==> src/rtl/jtdd_pkg.sv <==
// Shared definitions for the ROM arbiter slice.
// Holds the 2-bit client ids, the arbiter FSM state encoding and the
// fixed-priority pick helper (main > char > scr > obj).
package jtdd_pkg;

    typedef logic [1:0] client_id_t;

    localparam client_id_t ID_MAIN = 2'd0;
    localparam client_id_t ID_CHAR = 2'd1;
    localparam client_id_t ID_SCR  = 2'd2;
    localparam client_id_t ID_OBJ  = 2'd3;

    typedef enum logic [1:0] {
        IDLE     = 2'd0,
        WAIT_ACK = 2'd1,
        WAIT_RDY = 2'd2
    } state_t;

    // Lowest client id wins; only meaningful when pend is non-zero.
    function automatic client_id_t prio_pick(input logic [3:0] pend);
        if (pend[0])      return ID_MAIN;
        else if (pend[1]) return ID_CHAR;
        else if (pend[2]) return ID_SCR;
        else              return ID_OBJ;
    endfunction

endpackage

==> src/rtl/jtdd_rom_arb_if.sv <==
// SDRAM-side bus of the ROM arbiter.
//   sdram_req/sdram_addr : read request and 22-bit word address (arbiter -> SDRAM)
//   sdram_ack            : request accepted (SDRAM -> arbiter)
//   data_rdy/data_read   : returned 32-bit word strobe and data (SDRAM -> arbiter)
//   refresh_en           : SDRAM may refresh, arbiter is idle (arbiter -> SDRAM)
// master = arbiter side, slave = SDRAM controller side.
interface jtdd_rom_arb_if;
    logic        sdram_req;
    logic [21:0] sdram_addr;
    logic        sdram_ack;
    logic        data_rdy;
    logic [31:0] data_read;
    logic        refresh_en;

    modport master (
        output sdram_req, sdram_addr, refresh_en,
        input  sdram_ack, data_rdy, data_read
    );

    modport slave (
        input  sdram_req, sdram_addr, refresh_en,
        output sdram_ack, data_rdy, data_read
    );
endinterface

==> src/rtl/jtdd_rom_entry.sv <==
// One-word cache entry for a single ROM client.
//   clk, rst        : clock, asynchronous active-high reset
//   clr             : synchronous invalidate (valid only; tag/data kept)
//   we              : write tag/data and set valid
//   wr_addr/wr_data : address tag and word to store
//   cs/addr         : client request and current address
//   data/ok         : cached word, hit indication (cs & valid & tag match)
module jtdd_rom_entry #(
    parameter int AW = 16
) (
    input  logic          clk,
    input  logic          rst,
    input  logic          clr,
    input  logic          we,
    input  logic [AW-1:0] wr_addr,
    input  logic [31:0]   wr_data,
    input  logic          cs,
    input  logic [AW-1:0] addr,
    output logic [31:0]   data,
    output logic          ok
);
    logic [AW-1:0] tag;
    logic          valid;

    // Invalidate wins over a simultaneous write.
    always_ff @(posedge clk or posedge rst) begin
        if (rst) begin
            tag   <= '0;
            data  <= '0;
            valid <= 1'b0;
        end else if (clr) begin
            valid <= 1'b0;
        end else if (we) begin
            tag   <= wr_addr;
            data  <= wr_data;
            valid <= 1'b1;
        end
    end

    assign ok = cs && valid && (tag == addr);

endmodule

==> src/rtl/jtdd_rom_arb.sv <==
// ROM arbiter: four clients (main, char, scr, obj) each with a one-word
// cache share a single SDRAM read port.
//   clk, rst            : clock, asynchronous active-high reset
//   downloading         : ROM load in progress, arbiter held idle, caches flushed
//   loop_rst            : synchronous flush of all cache entries, FSM to IDLE
//   X_cs/X_addr         : client read request and word address
//   X_data/X_ok         : cached word and hit flag for the current X_addr
//   sdram (master)      : SDRAM request/ack/data bus plus refresh_en
module jtdd_rom_arb
    import jtdd_pkg::*;
#(
    parameter logic [21:0] MAIN_OFFSET = 22'h00_0000,
    parameter logic [21:0] CHAR_OFFSET = 22'h01_0000,
    parameter logic [21:0] SCR_OFFSET  = 22'h01_4000,
    parameter logic [21:0] OBJ_OFFSET  = 22'h03_4000
) (
    input  logic        clk,
    input  logic        rst,
    input  logic        downloading,
    input  logic        loop_rst,
    input  logic        main_cs,
    input  logic [14:0] main_addr,
    output logic [31:0] main_data,
    output logic        main_ok,
    input  logic        char_cs,
    input  logic [14:0] char_addr,
    output logic [31:0] char_data,
    output logic        char_ok,
    input  logic        scr_cs,
    input  logic [15:0] scr_addr,
    output logic [31:0] scr_data,
    output logic        scr_ok,
    input  logic        obj_cs,
    input  logic [15:0] obj_addr,
    output logic [31:0] obj_data,
    output logic        obj_ok,
    jtdd_rom_arb_if.master sdram
);
    logic [3:0]  cs_v;
    logic [3:0]  ok_v;
    logic [3:0]  pend;
    logic [15:0] addr_v [4];
    logic [21:0] off_v  [4];
    logic [31:0] data_v [4];

    state_t      state;
    logic        req_r;
    logic [21:0] addr_r;
    client_id_t  gnt;
    logic [15:0] gnt_addr;
    client_id_t  pick;
    logic        any_pend;
    logic        done;
    logic        we;
    logic        clr;

    assign cs_v = {obj_cs, scr_cs, char_cs, main_cs};

    // 15-bit clients are zero-extended so every entry uses a 16-bit tag.
    assign addr_v[ID_MAIN] = {1'b0, main_addr};
    assign addr_v[ID_CHAR] = {1'b0, char_addr};
    assign addr_v[ID_SCR]  = scr_addr;
    assign addr_v[ID_OBJ]  = obj_addr;

    assign off_v[ID_MAIN] = MAIN_OFFSET;
    assign off_v[ID_CHAR] = CHAR_OFFSET;
    assign off_v[ID_SCR]  = SCR_OFFSET;
    assign off_v[ID_OBJ]  = OBJ_OFFSET;

    assign pend     = cs_v & ~ok_v;
    assign any_pend = |pend;
    assign pick     = prio_pick(pend);

    // Transfer completes on data_rdy in WAIT_RDY, or on ack+rdy together in WAIT_ACK.
    assign done = ((state == WAIT_RDY) && sdram.data_rdy) ||
                  ((state == WAIT_ACK) && sdram.sdram_ack && sdram.data_rdy);
    assign clr  = downloading || loop_rst;
    assign we   = done && !clr;

    genvar i;
    generate
        for (i = 0; i < 4; i++) begin : g_entry
            jtdd_rom_entry #(.AW(16)) u_entry (
                .clk     (clk),
                .rst     (rst),
                .clr     (clr),
                .we      (we && (gnt == client_id_t'(i))),
                .wr_addr (gnt_addr),
                .wr_data (sdram.data_read),
                .cs      (cs_v[i]),
                .addr    (addr_v[i]),
                .data    (data_v[i]),
                .ok      (ok_v[i])
            );
        end
    endgenerate

    // --- request FSM: one outstanding SDRAM read at a time ---
    always_ff @(posedge clk or posedge rst) begin
        if (rst) begin
            state    <= IDLE;
            req_r    <= 1'b0;
            addr_r   <= '0;
            gnt      <= ID_MAIN;
            gnt_addr <= '0;
        end else if (clr) begin
            state <= IDLE;
            req_r <= 1'b0;
        end else begin
            case (state)
                IDLE: begin
                    if (any_pend) begin
                        gnt      <= pick;
                        gnt_addr <= addr_v[pick];
                        addr_r   <= off_v[pick] + {6'd0, addr_v[pick]};
                        req_r    <= 1'b1;
                        state    <= WAIT_ACK;
                    end
                end
                WAIT_ACK: begin
                    if (sdram.sdram_ack) begin
                        req_r <= 1'b0;
                        state <= sdram.data_rdy ? IDLE : WAIT_RDY;
                    end
                end
                WAIT_RDY: begin
                    if (sdram.data_rdy) state <= IDLE;
                end
                default: state <= IDLE;
            endcase
        end
    end

    assign sdram.sdram_req  = req_r;
    assign sdram.sdram_addr = addr_r;
    // Gated by rst so refresh stays off while reset is held.
    assign sdram.refresh_en = !rst && (state == IDLE) && !any_pend && !downloading;

    assign main_data = data_v[ID_MAIN];
    assign char_data = data_v[ID_CHAR];
    assign scr_data  = data_v[ID_SCR];
    assign obj_data  = data_v[ID_OBJ];
    assign main_ok   = ok_v[ID_MAIN];
    assign char_ok   = ok_v[ID_CHAR];
    assign scr_ok    = ok_v[ID_SCR];
    assign obj_ok    = ok_v[ID_OBJ];

endmodule

==> src/flat_wrapper.sv <==
// flat-port wrapper written by rule: the top's interface ports become plain ports
module jtdd_rom_arb_flat import jtdd_pkg::*;
#(
    parameter logic [21:0] MAIN_OFFSET = 22'h00_0000,
    parameter logic [21:0] CHAR_OFFSET = 22'h01_0000,
    parameter logic [21:0] SCR_OFFSET  = 22'h01_4000,
    parameter logic [21:0] OBJ_OFFSET  = 22'h03_4000
)
  (clk, rst, downloading, loop_rst, main_cs, main_addr, main_data, main_ok, char_cs, char_addr, char_data, char_ok, scr_cs, scr_addr, scr_data, scr_ok, obj_cs, obj_addr, obj_data, obj_ok, sdram_sdram_req, sdram_sdram_addr, sdram_refresh_en, sdram_sdram_ack, sdram_data_rdy, sdram_data_read);
  jtdd_rom_arb_if sdram_i ();
  input  logic clk;
  input  logic rst;
  input  logic downloading;
  input  logic loop_rst;
  input  logic main_cs;
  input  logic [14:0] main_addr;
  output logic [31:0] main_data;
  output logic main_ok;
  input  logic char_cs;
  input  logic [14:0] char_addr;
  output logic [31:0] char_data;
  output logic char_ok;
  input  logic scr_cs;
  input  logic [15:0] scr_addr;
  output logic [31:0] scr_data;
  output logic scr_ok;
  input  logic obj_cs;
  input  logic [15:0] obj_addr;
  output logic [31:0] obj_data;
  output logic obj_ok;
  output wire logic [$bits(sdram_i.sdram_req)-1:0] sdram_sdram_req;
  output wire logic [$bits(sdram_i.sdram_addr)-1:0] sdram_sdram_addr;
  output wire logic [$bits(sdram_i.refresh_en)-1:0] sdram_refresh_en;
  input wire logic [$bits(sdram_i.sdram_ack)-1:0] sdram_sdram_ack;
  input wire logic [$bits(sdram_i.data_rdy)-1:0] sdram_data_rdy;
  input wire logic [$bits(sdram_i.data_read)-1:0] sdram_data_read;
  assign sdram_sdram_req = sdram_i.sdram_req;
  assign sdram_sdram_addr = sdram_i.sdram_addr;
  assign sdram_refresh_en = sdram_i.refresh_en;
  assign sdram_i.sdram_ack = sdram_sdram_ack;
  assign sdram_i.data_rdy = sdram_data_rdy;
  assign sdram_i.data_read = sdram_data_read;
  jtdd_rom_arb #(.MAIN_OFFSET(MAIN_OFFSET), .CHAR_OFFSET(CHAR_OFFSET), .SCR_OFFSET(SCR_OFFSET), .OBJ_OFFSET(OBJ_OFFSET)) u_core (.clk(clk), .rst(rst), .downloading(downloading), .loop_rst(loop_rst), .main_cs(main_cs), .main_addr(main_addr), .main_data(main_data), .main_ok(main_ok), .char_cs(char_cs), .char_addr(char_addr), .char_data(char_data), .char_ok(char_ok), .scr_cs(scr_cs), .scr_addr(scr_addr), .scr_data(scr_data), .scr_ok(scr_ok), .obj_cs(obj_cs), .obj_addr(obj_addr), .obj_data(obj_data), .obj_ok(obj_ok), .sdram(sdram_i));
endmodule
==> config.mk <==
export PLATFORM = sky130hd
export DESIGN_NAME = jtdd_rom_arb_flat
export DESIGN_NICKNAME = d
export VERILOG_FILES = /design/src/rtl/jtdd_pkg.sv /design/src/rtl/jtdd_rom_arb_if.sv /design/src/rtl/jtdd_rom_entry.sv /design/src/rtl/jtdd_rom_arb.sv /design/src/flat_wrapper.sv
export SDC_FILE = /design/constraint.sdc
export NUM_CORES = 1
export LEC_CHECK = 0
export CORE_MARGIN = 2
export CORE_UTILIZATION = 53
export DETAILED_ROUTE_END_ITERATION = 8
export PLACE_DENSITY = 0.87
export SETUP_SLACK_MARGIN = 0.3
export SLEW_MARGIN = 30
export SYNTH_ARGS = -nofsm -noshare
export SYNTH_HDL_FRONTEND = slang
export SYNTH_HIERARCHICAL = 1
export SYNTH_SLANG_ARGS = --single-unit
==> constraint.sdc <==
create_clock -name clk -period 5.25 [get_ports clk]
set_input_delay 0.525 -clock clk [delete_from_list [all_inputs] [get_ports clk]]
set_output_delay 0.525 -clock clk [all_outputs]
set_load 0.05 [all_outputs]
-- After elaboration in Yosys (flattened, before gate mapping)
Index checks and enable logic that the tools add are counted.
- register bits: 239
- input port bits: 104
- output and inout bits: 156
- word-level logic and storage cells: 102
- $add $sub $neg: 1
- order comparisons: 1
- eq/ne operators: 12
- multiplexer cells: 27
- bitwise operators: 4
- reductions and logical operators: 40
- operator list (operator ; number):
    binary-select mux 22 bit (select 2 bit) ; 1
    2-to-1 mux 22 bit ; 2
    binary-select mux 16 bit (select 2 bit) ; 1
    == test 16 x 15 -> 1 bit ; 2
    == test 16 bit ; 2
    2-to-1 mux 16 bit ; 2
    adder 22 x 16 -> 22 bit ; 1
    logical AND 1 bit ; 19
    2-to-1 mux 2 bit ; 7
    2-to-1 mux 1 bit ; 12
    AND reduction 3 bit ; 3
    AND reduction 2 bit ; 4
    nonzero test 2 bit ; 4
    == test 2 bit (second input constant) ; 3
    != test 3 x 2 -> 1 bit (second input constant) ; 2
    case mux 2 bit (3 select lines) ; 1
    bitwise AND 4 bit ; 1
    == test 2 x 1 -> 1 bit (second input constant) ; 2
    zero test 1 bit ; 4
    zero test 2 bit ; 2
    NOT 4 bit ; 1
    OR reduction 4 bit ; 1
    greater-or-equal comparator 3 bit (second input constant) ; 1
    != test 3 x 1 -> 1 bit (second input constant) ; 1
    other kinds (5) ; 6

-- Longest topological paths before layout
Gate-level depths: netlist of run 1.
- word-level depth: 12
- mapped depth: 13
- depth with buffers taken out: 13

-- Modules after synthesis
Netlist of run 1, hierarchy kept.
- by module, submodules not included (module ; times used ; cells each ; area an instance (um2) ; sequential area each (um2)):
    jtdd_rom_entry ; 4 ; 128 ; 1998.2 ; 1226.2
    jtdd_rom_arb ; 1 ; 196 ; 1739.2 ; 650.6

-- Worst setup path before layout of run 1
No wires, ideal clock.
- kind: input port to output port
- start point: input port scr_addr[4]
- end point: output port sdram_refresh_en
- arrival time: 3.706 ns
- required time: 4.725 ns
- setup slack: 1.019 ns
- cell stages on the path: 9
- path buffers: 2
- cells stage by stage: xnor2_1 > nand4_1 > or4_1 > nor4_2 > nand2b_1 > buf_2 > buf_1 > nand4_1 > nor2_1
- longest elaborated chain between the ends: 8
- ends and longest elaborated chain (element ; line ; RTL):
    start, declared ; flat_wrapper.sv:24 ; input logic [15:0] scr_addr;
    == test 16 bit ; jtdd_rom_entry.sv:40 ; assign ok = cs && valid && (tag == addr);
    logical AND 1 bit ; jtdd_rom_entry.sv:40 ;
    named net scr_ok ; flat_wrapper.sv:26 ; output logic scr_ok;
    NOT 4 bit ; jtdd_rom_arb.sv:70 ; assign pend = cs_v & ~ok_v;
    bitwise AND 4 bit ; jtdd_rom_arb.sv:70 ;
    OR reduction 4 bit ; jtdd_rom_arb.sv:71 ; assign any_pend = |pend;
    zero test 1 bit ; jtdd_rom_arb.sv:137 ; assign sdram.refresh_en = !rst && (state == IDLE) && !any_pend && !downloading;
    logical AND 1 bit (2 in a row) ; jtdd_rom_arb.sv:137 ;
    end, declared ; flat_wrapper.sv:33 ; output wire logic [$bits(sdram_i.refresh_en)-1:0] sdram_refresh_en;
The timed path passes the listed nets, and every way through them passes these cells.

-- Worst setup path after layout of run 1
- start point: input port main_addr[10]
- end point: output port sdram_refresh_en
- longest elaborated chain between the ends: 8
- ends and longest elaborated chain (element ; line ; RTL):
    start, declared ; flat_wrapper.sv:16 ; input logic [14:0] main_addr;
    == test 16 x 15 -> 1 bit ; jtdd_rom_entry.sv:40 ;
    logical AND 1 bit ; jtdd_rom_entry.sv:40 ;
    NOT 4 bit ; jtdd_rom_arb.sv:70 ;
    bitwise AND 4 bit ; jtdd_rom_arb.sv:70 ;
    OR reduction 4 bit ; jtdd_rom_arb.sv:71 ;
    zero test 1 bit ; jtdd_rom_arb.sv:137 ;
    logical AND 1 bit (2 in a row) ; jtdd_rom_arb.sv:137 ;
No other way between the ends.

==> results of run 1 <==
[placed cells by master (no fill, tap or decap), types with 6 or more instances in the layout]
cell	count
sky130_fd_sc_hd__clkdlybuf4s50_1	256
sky130_fd_sc_hd__dfrtp_1	222
sky130_fd_sc_hd__inv_1	7
sky130_fd_sc_hd__nor2_1	14
sky130_fd_sc_hd__nand2_1	38
sky130_fd_sc_hd__clkbuf_16	25
sky130_fd_sc_hd__nand3_1	7
sky130_fd_sc_hd__xor2_1	12
sky130_fd_sc_hd__a222oi_1	6
sky130_fd_sc_hd__a21oi_1	8
sky130_fd_sc_hd__clkbuf_8	6
sky130_fd_sc_hd__nand4_1	13
sky130_fd_sc_hd__mux2_2	198
sky130_fd_sc_hd__xnor2_1	53
sky130_fd_sc_hd__clkinv_2	6
sky130_fd_sc_hd__o21ai_0	13
sky130_fd_sc_hd__buf_4	17
[through the flow]
step	utilization	hold WS [ns]	instances	area (µm²)	setup WS (ns)
after detailed placement	0.694	0.478	1168	12500	0.895
after global routing	0.739	0.511	1214	13300	0.773
after CTS	0.738	0.491	1212	13200	0.894
final	0.739	0.484	1214	13300	0.856
after global placement	0.694	0.465	1168	12500	1.05
after floorplan	-	0.460	712	9750	1.02
[sequential cells by signal, indices dropped and copies added (netlist names)]
signal / flops
u_core/state: 2
u_core/sdram.sdram_req: 1
u_core/g_entry.u_entry/tag: 64
u_core/g_entry.u_entry/data: 128
u_core/gnt_addr: 16
u_core/gnt: 2
u_core/g_entry.u_entry/valid: 4
u_core/sdram.sdram_addr: 5
[final cells by class]
type                    instances  share of cell area
flip-flops and latches        222               0.418
multi-input cells             432               0.292
repair buffers                275               0.206
clock buffers                  36              0.0547
well taps                     229              0.0216
clock inverters                 8             0.00358
inverters                      11             0.00311
diodes                          1            0.000188
[report_power, final]
part           internal, mW  switching, mW
clock network         0.958          0.681
registers              1.81         0.0879
logic                 0.304          0.490
total                  3.07           1.26
[worst register-to-register path, delay by kind of cell, from the launching register on]
kind,cells,cell delay (ns)
xor gates and xnor gates,2,0.32
and+or+nand+nor,5,1.59
buffers and inverters,1,0.40
DFF,1,0.40
AOI/OAI and AO/OA,2,0.26
adders and majority gates,2,0.49
[layer usage]
metal	wire, µm	vias to the layer above	part of all wire
met4	1170	0	0.041
met5	0	-	0
met2	13500	339	0.48
met1	11000	3451	0.39
met3	2440	75	0.086
li1	-	3013	-
[worst min-delay path by stage]
stage / start / endpoint / slack (ns) / cells after the start
2_1_floorplan: u_core/g_entry[0].u_entry/valid / u_core/g_entry[0].u_entry/valid / 0.46 / 2
3_3_place_gp: u_core/sdram.sdram_addr[16] / u_core/sdram.sdram_addr[16] / 0.46 / 2
4_1_cts: u_core/sdram.sdram_addr[15] / u_core/sdram.sdram_addr[15] / 0.49 / 2
5_1_grt: u_core/g_entry[2].u_entry/data[6] / u_core/g_entry[2].u_entry/data[6] / 0.51 / 1
3_5_place_dp: u_core/sdram.sdram_addr[15] / u_core/sdram.sdram_addr[15] / 0.48 / 2
6_report: u_core/sdram.sdram_addr[15] / u_core/sdram.sdram_addr[15] / 0.48 / 2
[kinds of logic after synthesis]
kind of cell | count (synthesis) | share of synthesized area
and+or+nand+nor | 108 | 0.0593
muxes | 202 | 0.234
other | 1 | 0.000385
AOI/OAI and AO/OA | 50 | 0.0392
buffers and inverters | 58 | 0.0350
xor gates and xnor gates | 65 | 0.0585
adders and majority gates | 2 | 0.00257
DFF | 222 | 0.571
==> metrics list, run 1 <==
- Count of pins over their slew limit: 0
- Of the available clock period, the critical path in the final layout requires 0.837.
- Reg-to-Reg End: u_core/sdram.sdram_addr[16]
- The synthesized design contains 222 register bits.
- In this run the mean area of a mapped cell was 13.7 µm².
- From left edge to right edge, the die measures 140 µm.
- Number of antenna-violating nets in the routed design: 0
- CTS tree: yes
- CTS built an H-tree with a depth of 1.
* Count leader, synth: sky130_fd_sc_hd__dfrtp_1
* Number of violations reported at the end of detailed-routing iteration 0: 529
- Yosys attributes the largest share of cell area to sky130_fd_sc_hd__dfrtp_1 (57%), sky130_fd_sc_hd__mux2_2 (23%), sky130_fd_sc_hd__xnor2_1 (4.8%).
* Worst slew margin relative to its limit: 0.271
- Clock Skews: 0.00980 ns
* # rows: 49
* Crit Reg-Reg Startpoint: u_core/g_entry[0].u_entry/tag[10]
- CTS hold repair buffers: 0
* Footprint of the multi-input gates: 3880 µm²
- The via count of the first global-routing pass is 7467.
* Max incr delay on CP: 0.84 ns
- The critical path contains buffers and inverters numbering 2 combined.
- The synthesized design spends more area on one cell type than any other, namely sky130_fd_sc_hd__dfrtp_1.
- Top post-synthesis cells by count: sky130_fd_sc_hd__dfrtp_1 (222), sky130_fd_sc_hd__mux2_2 (198), sky130_fd_sc_hd__xnor2_1 (53)
- Once the clock tree was built, the resizer swapped 0 gates to a different size.
- Maximum achievable frequency: 0.228 GHz
* Total wire length: 28200 µm
- Buffers on Ports: 256
- Clk Tree Root Cell: sky130_fd_sc_hd__clkbuf_16
- The clock drives 222 sinks.
* Actual slew at the worst max-slew pin: 1.09 ns
* Number of antenna violations at the first check in global routing: 1
* Leak pwr: 6.03 nW
* Number of flops mapped to enable cells by yosys: 0
- Worst R2R Setup Slack: 1.66 ns
- Unrepaired setup endpoints after global routing: no
- Half-perimeter wire length after placement: 19100 µm
- Gp weighted congestion: 0.871
- Clock latency on the worst-skew pair, taken at its later pin, is 0.52 ns.
- Measured in cells, the most critical reg-to-reg path has a length of 12.
* WP data required: 4.72 ns
* Number of buffers on the longest clock path: 3
- Number of buffers inserted by post-CTS setup repair: 0
- Final Critical Period: 4.39 ns
- Core area: 18000 µm²
- The die covers 19500 µm².
- Max-cap violations in this run came to 0.
- Met3 layer usage reported by global route: 0.0726
- The worst setup path is launched from an input port.
- In this run the number of cells on the critical path is 9.
* Layer with the highest usage after global routing: met2
* Hold WC Path Type: register to register
- Power spread over the standard cell area amounts to 326 nW/µm².
* Fraction of met1 tracks used by global routing: 0.368
* Design Power: 4.33 mW
* Clock edge transition at the registers on the reported setup and hold paths: 0.06 ns
* I/O pin total: 260
* Worst setup EP type: output pin
- After detailed routing, the number of remaining DRC violations is 0.
- Netlist area before placement: 9730 µm²
- In the final routed layout, each cell accounts on average for 23.2 µm.
- Of the cells placed in the final design, the portion with a size suffix greater than 1 is 0.278.
* Number of filler cells placed in the layout: 1201
- Routed via count divided by cell count: 5.67
- Run status: complete, no violations
* Maximum vdd drop: 0.311 mV
- Fraction of the yosys area taken by sequential cells: 0.571
- DR vias: 6878
* Overall overflow remaining after global route: 0
* Storage element area: 5560 µm²
* Total negative slack: 0 ns
- CP max-delay cell: sky130_fd_sc_hd__clkdlybuf4s50_1
- The cell count after synthesis came out at 708.
- In this run the worst setup path begins at main_addr[10].
- Worst Path Arrival: 3.87 ns
* CP delay by family, top: simple AND/OR/NAND/NOR gates
* Overall routing resource usage: 0.290
- The final-report hold violation count is 0.
* Maximum number of pins on one net before global-route repair: 50
* # nets final: 1073
- Setup Viol. Count Final: 0
- Biggest fanout along the worst timing path: 7
* Met2 usage: 0.480
* Initial DRT Pass Iterations: 5
- Traced cell by cell, the critical path runs through clkdlybuf4s50_1 > xnor2_1 > nand4_1 > or4_1 > nor4_2 > nand2b_1 > nand4_1 > nor2_1 > clkdlybuf4s50_1.
* Yosys warning count: 6
* Post-synthesis async set-or-reset flop share: 1.00
- Initial standard-cell utilization of the core: 0.542
* Synthesis-to-layout area growth: 36.4%
- CP Capture Point: sdram_refresh_en
* Num CTS Buffers: 25
- After synthesis, the netlist uses 42 different library cells.
- Leading register cell type out of synthesis: sky130_fd_sc_hd__dfrtp_1
- The share of synthesized area in the top cell type comes to 0.571.
* Critical path type: input port to output pin
* First-pass GRT wire length: 43500 µm
- Measured along the y axis, the die boundary spans 140 µm.
No activity file was read; power rests on OpenSTA's default activity.
==> run 2, diff against run 1 <==
CORE_UTILIZATION = 49   (was 53)
PLACE_DENSITY = 0.82   (was 0.87)
clock period = 4.2 ns   (was 5.25 ns; I/O delays follow)
==> run 2 against run 1 <==
Against the previous run:
- power up 30%
- cell count up 2.7%
- via count down 0.58%
- clock-buffer cell count down 6
- flip-flop and latch count unchanged
- cell area up 1.0%
- first-iteration DRC count down 11%
- die area up 7.9%
- global-route usage down 2.0 points
- critical path depth up 1
- critical endpoint unchanged
- largest cell class unchanged
- largest power group unchanged
- highest routed layer unchanged
==> metrics list, run 2 (synthesis results as in run 1) <==
- The kind of end point of the critical path was an output pin (unchanged).
- The number of routed nets with antenna violations was 0 (unchanged).
- Gp weighted congestion: 0.862 (was 0.871)
* Critical path type: input port to output pin (unchanged)
- The startpoint type of the worst setup path is an input port (unchanged).
* # nets final: 1069 (was 1073)
* Most prevalent standard cell on the critical path: sky130_fd_sc_hd__nand4_1
- The TritonCTS clock tree is yes (unchanged).
- The total DRC errors in the routed layout was 0 (unchanged).
- Path depth of the worst reg2reg path: 12 (unchanged)
* Biggest register: u_core/g_entry.u_entry/data (unchanged)
* Biggest registers after layout: u_core/g_entry.u_entry/data (128), u_core/g_entry.u_entry/tag (64), u_core/gnt_addr (16) (unchanged)
* Fraction of final layout cells sized beyond drive strength 1: 0.284 (was 0.278)
- The clock-pin slew on the worst setup and hold paths is 0.06 ns (about the same).
- Top library cells by usage in the layout, fill and taps aside: sky130_fd_sc_hd__clkdlybuf4s50_1 (255), sky130_fd_sc_hd__dfrtp_1 (222), sky130_fd_sc_hd__mux2_2 (198) (was sky130_fd_sc_hd__clkdlybuf4s50_1 (256), sky130_fd_sc_hd__dfrtp_1 (222), sky130_fd_sc_hd__mux2_2 (198)).
- Number of antenna violations at the first check in global routing: 1 (unchanged)
- The TritonCTS buffer count is 24 (was 25).
* Run status: complete, no violations (unchanged)
* Placed instance count: 1202 (was 1168)
* Number of buffers inserted by post-CTS setup repair: 0 (unchanged)
- The delay contributed by the slowest stage of the critical path is 0.62 ns (was 0.84 ns).
* CP max-delay cell: sky130_fd_sc_hd__or4_1 (was sky130_fd_sc_hd__clkdlybuf4s50_1)
- The maximum buffer depth of the clock tree was 3 (unchanged).
- Final Hold Viols: 0 (unchanged)
- Die ar.: 21000 µm² (was 19500 µm²)
- Count of pins over their slew limit: 0 (unchanged)
* Actual slew at the worst max-slew pin: 0.866 ns (was 1.09 ns)
- Die H: 145 µm (was 140 µm)
- Half-perimeter wire length after placement: 19300 µm (was 19100 µm)
- The data arrival time of the critical path was 3.26 ns (was 3.87 ns).
- Routed via count divided by cell count: 5.48 (was 5.67)
- DR vias: 6838 (was 6878)
- The number of buffer and inverter instances along the worst setup path was 3 (was 2).
- The die width was 145 µm (was 140 µm).
- The worst-case clock skew came to 0.0127 ns (was 0.00980 ns).
* Biggest fanout along the worst timing path: 10 (was 7)
* CP delay by family, top: simple AND/OR/NAND/NOR gates (unchanged)
* Worst Setup Slack post-DPL: 0.447 ns (was 0.895 ns)
* Logic depth of the worst path, buffers included: 10 (was 9)
* Total negative slack: 0 ns (unchanged)
- Initial standard-cell utilization of the core: 0.500 (was 0.542)
* Final Critical Period: 3.68 ns
* Buffers on Ports: 256 (unchanged)
* Final period utilization: 0.875
- Placed inst area: 12500 µm² (about the same)
* Clk Tree Root Cell: sky130_fd_sc_hd__clkbuf_16 (unchanged)
- The number of detailed-routing iterations run before antenna repair was 5 (unchanged).
- The count of standard-cell rows came to 51 (was 49).
- The final cell area excluding filler cells is 13400 µm² (was 13300 µm²).
- The largest net degree at the start of global routing came to 49 (was 50).
* H-Tree Level Count: 1 (unchanged)
* Worst slew margin relative to its limit: 0.422 (was 0.271)
* Overall overflow remaining after global route: 0 (unchanged)
* Setup Viol. Count Final: 0 (unchanged)
* Fin cells: 1247 (was 1214)
- Unrepaired setup endpoints after global routing: no (unchanged)
* P per Cell Area: 419 nW/µm² (was 326 nW/µm²)
- Static timing analysis puts the maximum clock frequency at 0.272 GHz.
- The data required time at the worst endpoint came to 3.78 ns (was 4.72 ns).
* Number of filler cells placed in the layout: 1394 (was 1201)
- The total of max-cap violations is 0 (unchanged).
- The area added between synthesis and finish came to 37.9% (was 36.4%).
- Crit path cell chain: clkdlybuf4s50_1 > xnor2_1 > nand4_1 > or4_1 > nor4_4 > nand2b_2 > buf_4 > nand4_1 > nor2_1 > buf_12 (was clkdlybuf4s50_1 > xnor2_1 > nand4_1 > or4_1 > nor4_2 > nand2b_1 > nand4_1 > nor2_1 > clkdlybuf4s50_1).
- The DRC violation total after the first TritonRoute iteration came to 470 (was 529).
* Post-route setup slack: 0.524 ns (was 0.856 ns)
* Wire length per cell: 22.6 µm (was 23.2 µm)
- First-pass GRT wire length: 44300 µm (was 43500 µm)
- The most common library cell in the layout ignoring fill and taps is sky130_fd_sc_hd__clkdlybuf4s50_1 (unchanged).
* Clock tree sinks: 222 (unchanged)
* Number of global-route vias before repair: 7509 (was 7467)
- Total wire length: 28200 µm (about the same)
* Number of flip-flops in the largest register: 128 (unchanged)
* Hold_ws: 0.443 ns (was 0.484 ns)
- The worst-case vdd ir drop came to 0.311 mV (about the same).
* I/O pin total: 260 (unchanged)
* Core area: 19500 µm² (was 18000 µm²)
* Worst-Skew Late Latency: 0.51 ns (was 0.52 ns)
- The global routing usage summed across all routing layers came to 0.270 (was 0.290).
- Leak pwr: 6.06 nW (was 6.03 nW)
- Hold WC Path Type: input port to asynchronous set/reset pin (was register to register)
==> run 2: cell count changes in the layout (fill, tap and decap cells not counted), moves of 3 or more <==
cell                        change
sky130_fd_sc_hd__clkinv_2       +3
sky130_fd_sc_hd__clkbuf_1       -4
sky130_fd_sc_hd__buf_4          -3
sky130_fd_sc_hd__bufinv_16      +4
==> run 2: final timing paths <==
check | startpoint | to | slack [ns]
setup reg to reg | u_core/g_entry[1].u_entry/tag[15] | u_core/sdram.sdram_addr[18] | 0.91
hold / removal | rst | u_core/g_entry[0].u_entry/tag[10] | 0.44
min in group clk | u_core/sdram.sdram_addr[14] | u_core/sdram.sdram_addr[14] | 0.48
hold reg to reg | u_core/sdram.sdram_addr[14] | u_core/sdram.sdram_addr[14] | 0.48
max in group asynchronous | rst | u_core/g_entry[2].u_entry/data[13] | 2.72
setup / recovery | scr_addr[15] | sdram_refresh_en | 0.52
==> run 2: report_power, final <==
group,leakage [nW],total (mW),internal (mW),switching (mW)
Clock,0.426,2.26,1.40,0.863
Sequential,3.04,2.37,2.26,0.112
Combinational,2.59,0.991,0.380,0.611
Total,6.06,5.63,4.04,1.59
==> run 2: what timing repair did <==
| action | CTS | global route |
|---|---|---|
| setup endpoints to repair | 0 | 1 |
| hold buffers | 0 | 0 |
| gates resized for setup | 0 | 1 |
==> run 2: layer usage <==
layer	GRT usage	wire length, µm	up-vias
li1	-	-	3001
met3	0.0903	2830	51
met1	0.340	11100	3446
met5	0	0	-
met4	0.0876	720	0
met2	0.442	13600	340
==> run 2: cell type report <==
| cell class | instances | area, µm² | area share |
|---|---|---|---|
| repair buffers | 272 | 2720 | 0.203 |
| clock buffers | 30 | 684 | 0.0510 |
| well taps | 265 | 332 | 0.0247 |
| flip-flops and latches | 222 | 5560 | 0.414 |
| inverters | 11 | 43.8 | 0.00326 |
| clock inverters | 14 | 179 | 0.0133 |
| multi-input cells | 432 | 3900 | 0.291 |
| diodes | 1 | 2.50 | 0.000186 |
==> run 2: stage by stage <==
step | power [mW] | utilization
6_report | 5.63 | 0.689
5_1_grt | 5.82 | 0.689
4_1_cts | 5.67 | 0.689
3_5_place_dp | 3.39 | 0.645
3_3_place_gp | 3.38 | 0.645
2_1_floorplan | 2.99 | -
